--- config.mk ---
export PLATFORM = sky130hd
export DESIGN_NAME = serial_adder
export DESIGN_NICKNAME = d
export VERILOG_FILES = /design/src/rtl/serial_adder.sv
export SDC_FILE = /design/constraint.sdc
export NUM_CORES = 1
export LEC_CHECK = 0
export CORE_AREA = 2 2 55 62
export CTS_CLUSTER_SIZE = 16
export DETAILED_ROUTE_END_ITERATION = 6
export DIE_AREA = 0 0 57 64
export GPL_ROUTABILITY_DRIVEN = 1
export PLACE_DENSITY = 0.81
export SYNTH_ARGS = -nofsm -noshare
export SYNTH_HDL_FRONTEND = slang
export SYNTH_SLANG_ARGS = --single-unit
export TNS_END_PERCENT = 1
--- constraint.sdc ---
create_clock -name clk -period 1.7 [get_ports clk]
set_input_delay 0.255 -clock clk [delete_from_list [all_inputs] [get_ports clk]]
set_output_delay 0.255 -clock clk [all_outputs]
set_load 0.02 [all_outputs]
--- src/rtl/serial_adder.sv ---
`default_nettype none
// ============================================================================
//  Module      : serial_adder
//  Description : Bit-serial adder stage. One full-adder slice plus a carry
//                flip-flop consumes the operands LSB-first, one bit per clock,
//                and the WIDTH-bit sum and carry-out are then offered
//                downstream over a valid/ready handshake.
//
//  Ports       : clk        - clock, rising edge
//                rst        - asynchronous, active-high reset
//                in_valid   - A/B/Cin valid
//                in_ready   - block can accept operands (state IDLE)
//                A, B       - WIDTH-bit operands
//                Cin        - carry-in
//                sub        - subtract select (only with SERIAL_ADDER_SUB_EN)
//                out_valid  - S/Cout valid (state DONE)
//                out_ready  - consumer accepts result
//                S, Cout    - sum and final carry-out
//                busy       - high while bits are being processed (state RUN)
//
//  Options     : SERIAL_ADDER_SUB_EN - adds the sub port; sub=1 computes
//                A - B - Cin, with Cout=1 meaning "no borrow".
//
//  Revision    : 1.0 - initial release
// ============================================================================
module serial_adder #(
    parameter int WIDTH = 8
) (
    input  logic             clk,
    input  logic             rst,
    input  logic             in_valid,
    output logic             in_ready,
    input  logic [WIDTH-1:0] A,
    input  logic [WIDTH-1:0] B,
    input  logic             Cin,
`ifdef SERIAL_ADDER_SUB_EN
    input  logic             sub,
`endif
    output logic             out_valid,
    input  logic             out_ready,
    output logic [WIDTH-1:0] S,
    output logic             Cout,
    output logic             busy
);

    localparam int               CNT_W      = $clog2(WIDTH);
    localparam logic [CNT_W-1:0] c_last_cnt = CNT_W'(WIDTH - 1);

    localparam logic [1:0] c_st_idle = 2'd0;
    localparam logic [1:0] c_st_run  = 2'd1;
    localparam logic [1:0] c_st_done = 2'd2;

    logic [1:0]       r_state;
    logic [1:0]       w_next_state;

    logic [WIDTH-1:0] r_sh_a;
    logic [WIDTH-1:0] r_sh_b;
    logic [WIDTH-1:0] r_s;
    logic             r_carry;
    logic             r_cout;
    logic [CNT_W-1:0] r_cnt;

    logic             w_accept;
    logic             w_last;
    logic             w_sum_bit;
    logic             w_carry_next;
    logic [WIDTH-1:0] w_b_load;
    logic             w_cin_load;

`ifdef SERIAL_ADDER_SUB_EN
    // Two's-complement subtraction through the same slice:
    // A + ~B + ~Cin = A - B - Cin + 2^WIDTH, so the carry-out is "no borrow".
    assign w_b_load   = sub ? ~B   : B;
    assign w_cin_load = sub ? ~Cin : Cin;
`else
    assign w_b_load   = B;
    assign w_cin_load = Cin;
`endif

    assign w_accept     = in_valid && (r_state == c_st_idle);
    assign w_last       = (r_cnt == c_last_cnt);

    // The single full-adder slice.
    assign w_sum_bit    = r_sh_a[0] ^ r_sh_b[0] ^ r_carry;
    assign w_carry_next = (r_sh_a[0] & r_sh_b[0]) |
                          (r_sh_a[0] & r_carry)   |
                          (r_sh_b[0] & r_carry);

    // ------------------------------------------------------------------------
    // FSM: state register
    // ------------------------------------------------------------------------
    always_ff @(posedge clk or posedge rst) begin
        if (rst) begin
            r_state <= c_st_idle;
        end else begin
            r_state <= w_next_state;
        end
    end

    // ------------------------------------------------------------------------
    // FSM: next-state logic
    // ------------------------------------------------------------------------
    always_comb begin
        w_next_state = r_state;
        unique case (r_state)
            c_st_idle: if (in_valid)  w_next_state = c_st_run;
            c_st_run:  if (w_last)    w_next_state = c_st_done;
            c_st_done: if (out_ready) w_next_state = c_st_idle;
            default:                  w_next_state = c_st_idle;
        endcase
    end

    // ------------------------------------------------------------------------
    // FSM: outputs
    // ------------------------------------------------------------------------
    always_comb begin
        in_ready  = (r_state == c_st_idle);
        busy      = (r_state == c_st_run);
        out_valid = (r_state == c_st_done);
    end

    // ------------------------------------------------------------------------
    // Serial datapath
    // ------------------------------------------------------------------------
    always_ff @(posedge clk or posedge rst) begin
        if (rst) begin
            r_sh_a  <= '0;
            r_sh_b  <= '0;
            r_s     <= '0;
            r_carry <= 1'b0;
            r_cout  <= 1'b0;
            r_cnt   <= '0;
        end else if (w_accept) begin
            r_sh_a  <= A;
            r_sh_b  <= w_b_load;
            r_carry <= w_cin_load;
            r_s     <= '0;
            r_cnt   <= '0;
        end else if (r_state == c_st_run) begin
            r_sh_a  <= {1'b0, r_sh_a[WIDTH-1:1]};
            r_sh_b  <= {1'b0, r_sh_b[WIDTH-1:1]};
            r_s     <= {w_sum_bit, r_s[WIDTH-1:1]};
            r_carry <= w_carry_next;
            if (w_last) begin
                // Counter is left at its terminal value so it never wraps.
                r_cout <= w_carry_next;
            end else begin
                r_cnt  <= r_cnt + CNT_W'(1);
            end
        end
    end

    assign S    = r_s;
    assign Cout = r_cout;

endmodule
`default_nettype wire

# ---- Yosys cells after proc, flatten, opt, wreduce, memory -nomap -nowiden
# Index checks and enable logic that the tools add are counted.
dict set report totals {
  reg_bits 31
  input_bits 21
  out_inout_bits 12
  wordCells 44
}
dict set report classes {
  n_addsub 1
  eq_ne 7
  muxes 15
  bitwise_logic 8
  n_reduce_logical 6
}
# operator count
set ops {}
lappend ops {{8-bit 2-to-1 mux} 6}
lappend ops {{3-bit 2-to-1 mux} 3}
lappend ops {{2-bit 2-to-1 mux} 3}
lappend ops {{2-bit one-hot mux with 3 select lines} 1}
lappend ops {{3-bit AND reduction} 2}
lappend ops {{2-bit by 1-bit != test with 1-bit output (second input constant)} 2}
lappend ops {{2-bit != test (second input constant)} 2}
lappend ops {{3-bit by 1-bit adder with 3-bit output (second input constant)} 1}
lappend ops {{1-bit bitwise AND} 3}
lappend ops {{3-bit == test (second input constant)} 1}
lappend ops {{2-bit by 1-bit == test with 1-bit output (second input constant)} 1}
lappend ops {{2-bit == test (second input constant)} 1}
lappend ops {{2-bit zero test} 1}
lappend ops {{1-bit 2-to-1 mux} 2}
lappend ops {{1-bit OR} 2}
lappend ops {{2-bit AND reduction} 1}
lappend ops {{2-bit nonzero test} 1}
lappend ops {{1-bit XOR} 2}
lappend ops {{1-bit logical AND} 1}
lappend ops {{1-bit NOT} 1}

# ---- Logic depth before layout (Yosys ltp)
# Gate-level depths: netlist (run 1).
dict set report depth {
  ltp_word 5
  mapped_depth 6
}

# ---- Worst setup path before layout (run 1)
# No wires, ideal clock.
dict set report synth_timing {
  kind {reg2reg}
  startpoint {register r_cnt[0]}
  endpoint {register r_cnt[0]}
  setup_time_ns 0.121
  t_arrival_ns 1.301
  t_required_ns 1.579
  slack_ns 0.278
  stages_incl_launch_ff 6
  n_path_buf 1
  synth_period_minus_slack_ns 1.422
  cell_sequence {dfrtp_1 -> ha_1 -> ha_1 -> clkbuf_2 -> mux2_2 -> a22o_1}
}
dict set report synth_via {
  elab_chain_len 4
  elab_cells_between_ends 7
  classes_between {add/sub: 1; eq/ne: 2; mux: 3; reduce/logical: 1}
}
# element line
set synth_lines {}
lappend synth_lines {{start: declaration} 61} ;# logic [CNT_W-1:0] r_cnt;
lappend synth_lines {{start signal: assignment} 148} ;# r_cnt <= r_cnt + CNT_W'(1);
lappend synth_lines {{3-bit by 1-bit adder with 3-bit output} 148}
lappend synth_lines {{3-bit 2-to-1 mux} 144} ;# if (w_last) begin
lappend synth_lines {{3-bit 2-to-1 mux} 139} ;# end else if (r_state == c_st_run) begin
lappend synth_lines {{3-bit 2-to-1 mux} 133} ;# end else if (w_accept) begin
# Several ways; a longest one is shown, not always the timed one. The select of a mux whose other input is x is not followed.
# A chain may end at the register's enable or synchronous reset.

# ---- Worst setup path after layout (run 1)
dict set report layout_timing {
  startpoint {register r_state[1]}
  endpoint {output port busy}
}
dict set report layout_via {
  elab_chain_len 1
}
# element line
set layout_lines {}
lappend layout_lines {{start: declaration} 53} ;# logic [1:0] r_state;
lappend layout_lines {{start signal: assignment} 94} ;# r_state <= c_st_idle;
lappend layout_lines {{start signal: assignment} 96} ;# r_state <= w_next_state;
lappend layout_lines {{2-bit by 1-bit == test with 1-bit output} 118} ;# busy = (r_state == c_st_run);
lappend layout_lines {{end: declaration} 43} ;# output logic busy
# No other way between the ends.

==> results of run 1 <==
[worst max-delay path by stage]
| stage | start | to | slack [ps] | depth (start not counted) |
|---|---|---|---|---|
| after floorplan | r_cnt[0] | r_cnt[0] | 280 | 5 |
| after global placement | r_state[0] | in_ready | 170 | 2 |
| after detailed placement | in_valid | r_sh_a[5] | 130 | 5 |
| after CTS | r_state[0] | in_ready | 50 | 2 |
| after global routing | r_state[1] | busy | 9 | 3 |
| final | r_state[1] | busy | 80 | 3 |
[cell families (layout without fill, tap and decap cells)]
logic type	after synthesis	in the layout	synth area share, %
flip-flops	31	31	53.9
adder cells (fa/ha/maj)	3	3	3.13
buffers and inverters	18	55	5.73
AO/OA/AOI/OAI	26	26	14.5
AND/OR/NAND/NOR	61	61	22.0
multiplexers	1	1	0.782
[layout make-up]
cell class,count,area [um2],share of cell area [%]
clock buffer,8,68.8,3.67
inverter,7,26.3,1.40
sequential,31,777,41.4
timing repair buffer,40,378,20.1
multi-input combinational,91,584,31.1
tap,34,42.5,2.27
[per-layer routing]
metal	share of wire, %	up-vias	track usage [%]
met5	0	-	0
met4	2.5	0	10.5
met3	5.6	10	4.86
met2	52	42	32.9
met1	40	575	21.3
li1	-	569	-
[report_power, final]
part / internal [uW] / switching [uW] / leakage [uW]
logic: 746 / 752 / 0.000426
clock network: 243 / 250 / 0.0000386
registers: 1070 / 212 / 0.000376
[worst max-delay path, stage by stage (launching register included)]
cell and delay [ps]:
dfrtp_1 450, nand2b_1 190, inv_1 70, dlygate4sd2_1 330
[registers in the layout (all words and copies together), names as in the netlist]
register  flops
Cout          1
r_sh_b        8
r_sh_a        8
r_carry       1
r_cnt         3
r_state       2
S             8
[synthesized netlist by cell type, types with 3 or more instances]
library cell and n:
a22o_1 13, nand2b_1 3, nor3_1 24, clkbuf_1 3, inv_1 7, buf_2 5, nor3b_1 12, dfrtp_1 31
nor2_1 16, nand2_1 4
[stage by stage]
step | utilization (%) | instance area (um2) | hold slack [ps] | total power [uW]
after detailed placement | 60.3 | 1810 | 476 | 2830
after floorplan | - | 1440 | 359 | 2270
after global placement | 60.3 | 1810 | 480 | 2730
after global routing | 62.7 | 1880 | 328 | 3520
final | 62.7 | 1880 | 299 | 3280
after CTS | 62.5 | 1870 | 294 | 3310
[repair_timing]
item / 4_1_cts / 5_1_grt
gates resized for setup: 3 / 3
hold buffers: 0 / 0
endpoints found under the setup margin: 3 / 2
hold endpoints to repair: 0 / 0
cloned: 0 / 0
==> run summary, run 1 <==
FILL cells: 264
Cells after Synth: 140
commonest non-fill, non-tap cells in the layout: 30 x dfrtp_1, 29 x clkdlybuf4s50_1, 24 x nor3_1, 15 x nor2_1, 13 x a22o_1
Most used DFF post-synth: dfrtp_1
Synth Cell Area: 1440 um2
Slew headroom: 73.7%
Tcrit/Tclk final: 95.5%
Worst Hold Class: in2async
1st-pass router iterations: 4
Rows: 21
Syn-to-layout area delta: 30.3%
final setup margin: 76.8 ps
largest area contributor in the netlist: dfrtp_1
worst skew pair latency: 330 ps
Die Width: 57 um
CTS Buf Count: 5
Final Skew: 7.67 ps
routed len/inst: 14.7 um
I/O pin cnt: 33
cells taking the most area after synthesis: dfrtp_1 54%, nor3_1 8.3%, a22o_1 7.9%, nor3b_1 6.3%, nor2_1 4.2%
critical path type: reg2out
Max Cap Violations: 0
worst reg2reg setup slack: 160 ps
Post-Route WL: 3110 um
starting density of the core: 48.1%
layout cells sized above 1: 10.7%
Post-synth EDFFs: 0
final hold vios: 0
Final TNS setup: 0 ps
CP endpoint kind: output port
unrepaired setup endpoints after global routing: false
Final min period: 1620 ps
post-synthesis register bit count: 31
CP Launch Type: register
VDD IR-drop max: 0.00118 V
n_diodes: 0
I/O Buffers: 32
Die Span Y: 64 um
CTS Sinks: 31
post-CTS setup buffer count: 0
Synth async-reset ratio: 100%
initial antenna violation count: 0
vias: 1,196
sequential fraction of the synthesis area: 53.9%
Reg clk slew, reported paths: 100 ps
commonest non-fill, non-tap cell in the layout: dfrtp_1
largest net degree at the start of global routing: 32
Global Route Usage Sum: 19.1%
Syn. warnings: 0
Cell variety after synth: 26
residual DRC count: 0
vias per cell: 5.67
Pwr Density: 1750 nW/um2
core area: 3000 um2
slew of the pin with the lowest slew margin: 395 ps
status: complete, no violations
f_max: 0.616 GHz
non-filler cells, final: 211
critical path arrival: 1370 ps
Worst Reg-to-Reg Cells: 5
CP max FO: 7
clock buffer depth: 2
post-route ant nets: 0
worst r2r dst: r_cnt[0]
Final nets: 200
DP Cell Count: 203
top cell type's share of synthesized area: 53.9%
global-route wire length before repair: 5310 um
CTS H-tree lvls: 2
syn_area_per_cell: 10.3 um2
CP required: 1440 ps
Max Slew Vio Count: 0
r2r startpoint: r_cnt[0]
Net Count, Synth: 164
grt total ovfl: 0
CTS tree: built
Post-Place Worst Slack: 129 ps
DRT iter0 DRCs: 47
clk root buf: clkbuf_4
LEAKAGE: 0.000841 uW
Final setup viols: 0
total die area: 3650 um2
vias in the first global route: 1,240
HPWL after DPL: 2300 um
routability cong.: 0.764
Power figures use the tool's default switching activity.
==> run 2, diff against run 1 <==
--- a/config.mk
+++ b/config.mk
@@ -6,6 +6,7 @@
 export NUM_CORES = 1
 export LEC_CHECK = 0
 export CORE_AREA = 2 2 55 62
+export CTS_CLUSTER_DIAMETER = 50
 export CTS_CLUSTER_SIZE = 16
 export DETAILED_ROUTE_END_ITERATION = 6
 export DIE_AREA = 0 0 57 64
==> constraint.sdc (replaced) <==
create_clock -name clk -period 1.63 [get_ports clk]
set_input_delay 0.2445 -clock clk [delete_from_list [all_inputs] [get_ports clk]]
set_output_delay 0.2445 -clock clk [all_outputs]
set_load 0.02 [all_outputs]
==> run summary, run 2 (synthesis results as in run 1) <==
status: complete, no violations
DRT iter0 DRCs: 24
CTS Buf Count: 5
CP Cell Sequence: clkdlybuf4s50_1
CP endpoint kind: output port
Pwr Density: 1830 nW/um2
CTS Sinks: 31
Worst Hold Class: in2async
final hold vios: 0
Global Route Usage Sum: 19.2%
HPWL after DPL: 2390 um
Die Span Y: 64 um
Syn-to-layout area delta: 31.2%
routed len/inst: 15.2 um
Reg clk slew, reported paths: 100 ps
worst reg2reg setup slack: 140 ps
VDD IR-drop max: 0.00113 V
layout cells sized above 1: 12.8%
Final TNS setup: 0 ps
Tcrit/Tclk final: 96.4%
grt total ovfl: 0
Final setup viols: 0
Multi-input gate area: 584 um2
Die Width: 57 um
CTS H-tree lvls: 2
I/O Buffers: 32
residual DRC count: 0
CP max-delay cell: clkdlybuf4s50_1
starting density of the core: 48.1%
unrepaired setup endpoints after global routing: false
critical path arrival: 1330 ps
core area: 3000 um2
max incr delay on CP: 610 ps
largest net degree at the start of global routing: 32
global-route wire length before repair: 5330 um
CP required: 1390 ps
Final Skew: 7.93 ps
CP Launch Type: register
clock buffer depth: 2
Buf/Inv on CP: 1
Slew headroom: 73.8%
critical path type: reg2out
vias in the first global route: 1,275
initial antenna violation count: 0
Max Cap Violations: 0
CTS tree: built
FF/Latch Area: 777 um2
Rows: 21
n_diodes: 0
FILL cells: 264
1st-pass router iterations: 4
worst skew pair latency: 330 ps
Final nets: 202
slew of the pin with the lowest slew margin: 393 ps
Final min period: 1570 ps
commonest non-fill, non-tap cell in the layout: dfrtp_1
total die area: 3650 um2
routability cong.: 0.791
CP max FO: 3
Max Slew Vio Count: 0
Final Hold Slack: 301 ps
commonest non-fill, non-tap cells in the layout: 30 x dfrtp_1, 27 x clkdlybuf4s50_1, 24 x nor3_1, 16 x nor2_1, 13 x a22o_1
f_max: 0.636 GHz
post-route ant nets: 0
I/O pin cnt: 33
post-CTS setup buffer count: 0
vias per cell: 5.72
clk root buf: clkbuf_4
vias: 1,219
Post-Route WL: 3230 um
LEAKAGE: 0.000876 uW
family with the most delay on the worst path: buffers and inverters
[run 2: layer usage]
metal	track usage [%]	vias to the layer above	share of wire, %
met5	0	-	0
met4	8.14	0	1.6
met3	7.49	7	6.4
met2	34.3	40	54
met1	19.4	604	38
li1	-	568	-
[run 2: worst paths after layout]
| check | startpoint | endpoint | cells after the start |
|---|---|---|---|
| max | S[6] | S[6] | 1 |
| min reg2reg | S[0] | S[0] | 1 |
| min | rst | S[2] | 3 |
| min in group clk | A[7] | r_sh_a[7] | 3 |
| max reg2reg | r_cnt[1] | r_cnt[0] | 5 |
| max in group asynchronous | rst | r_state[0] | 3 |
[run 2: what timing repair did]
item | CTS | global route
endpoints found under the setup margin | 3 | 6
hold buffers | 0 | 0
resized for setup | 3 | 9
[run 2: power by group]
part	leakage (uW)	total (uW)	internal [uW]	switching, uW
Sequential	0.000376	1350	1120	232
Combinational	0.000461	1600	793	810
Clock	0.0000386	511	254	257
[run 2: layout make-up]
type,instances,share of cell area (%)
multi-input combinational,91,30.9
inverter,7,1.39
sequential,31,41.1
tap,34,2.25
clock buffer,8,3.64
timing repair buffer,42,20.7
[run 2: worst min-delay path, cell delays in order]
cell	delay, ps
clkdlybuf4s50_1	400
inv_1	60
buf_4	350
[run 2: per-stage QoR]
stage	instances	worst slack [ps]	power [uW]	cell area (um2)	utilization, %
floorplan	140	208	2370	1440	-
global placement	205	126	2870	1820	60.8
detailed placement	205	67.5	3000	1820	60.8
CTS	213	19.1	3500	1890	63.0
global route	213	1.33	3710	1890	63.1
finish	213	58.2	3460	1890	63.1
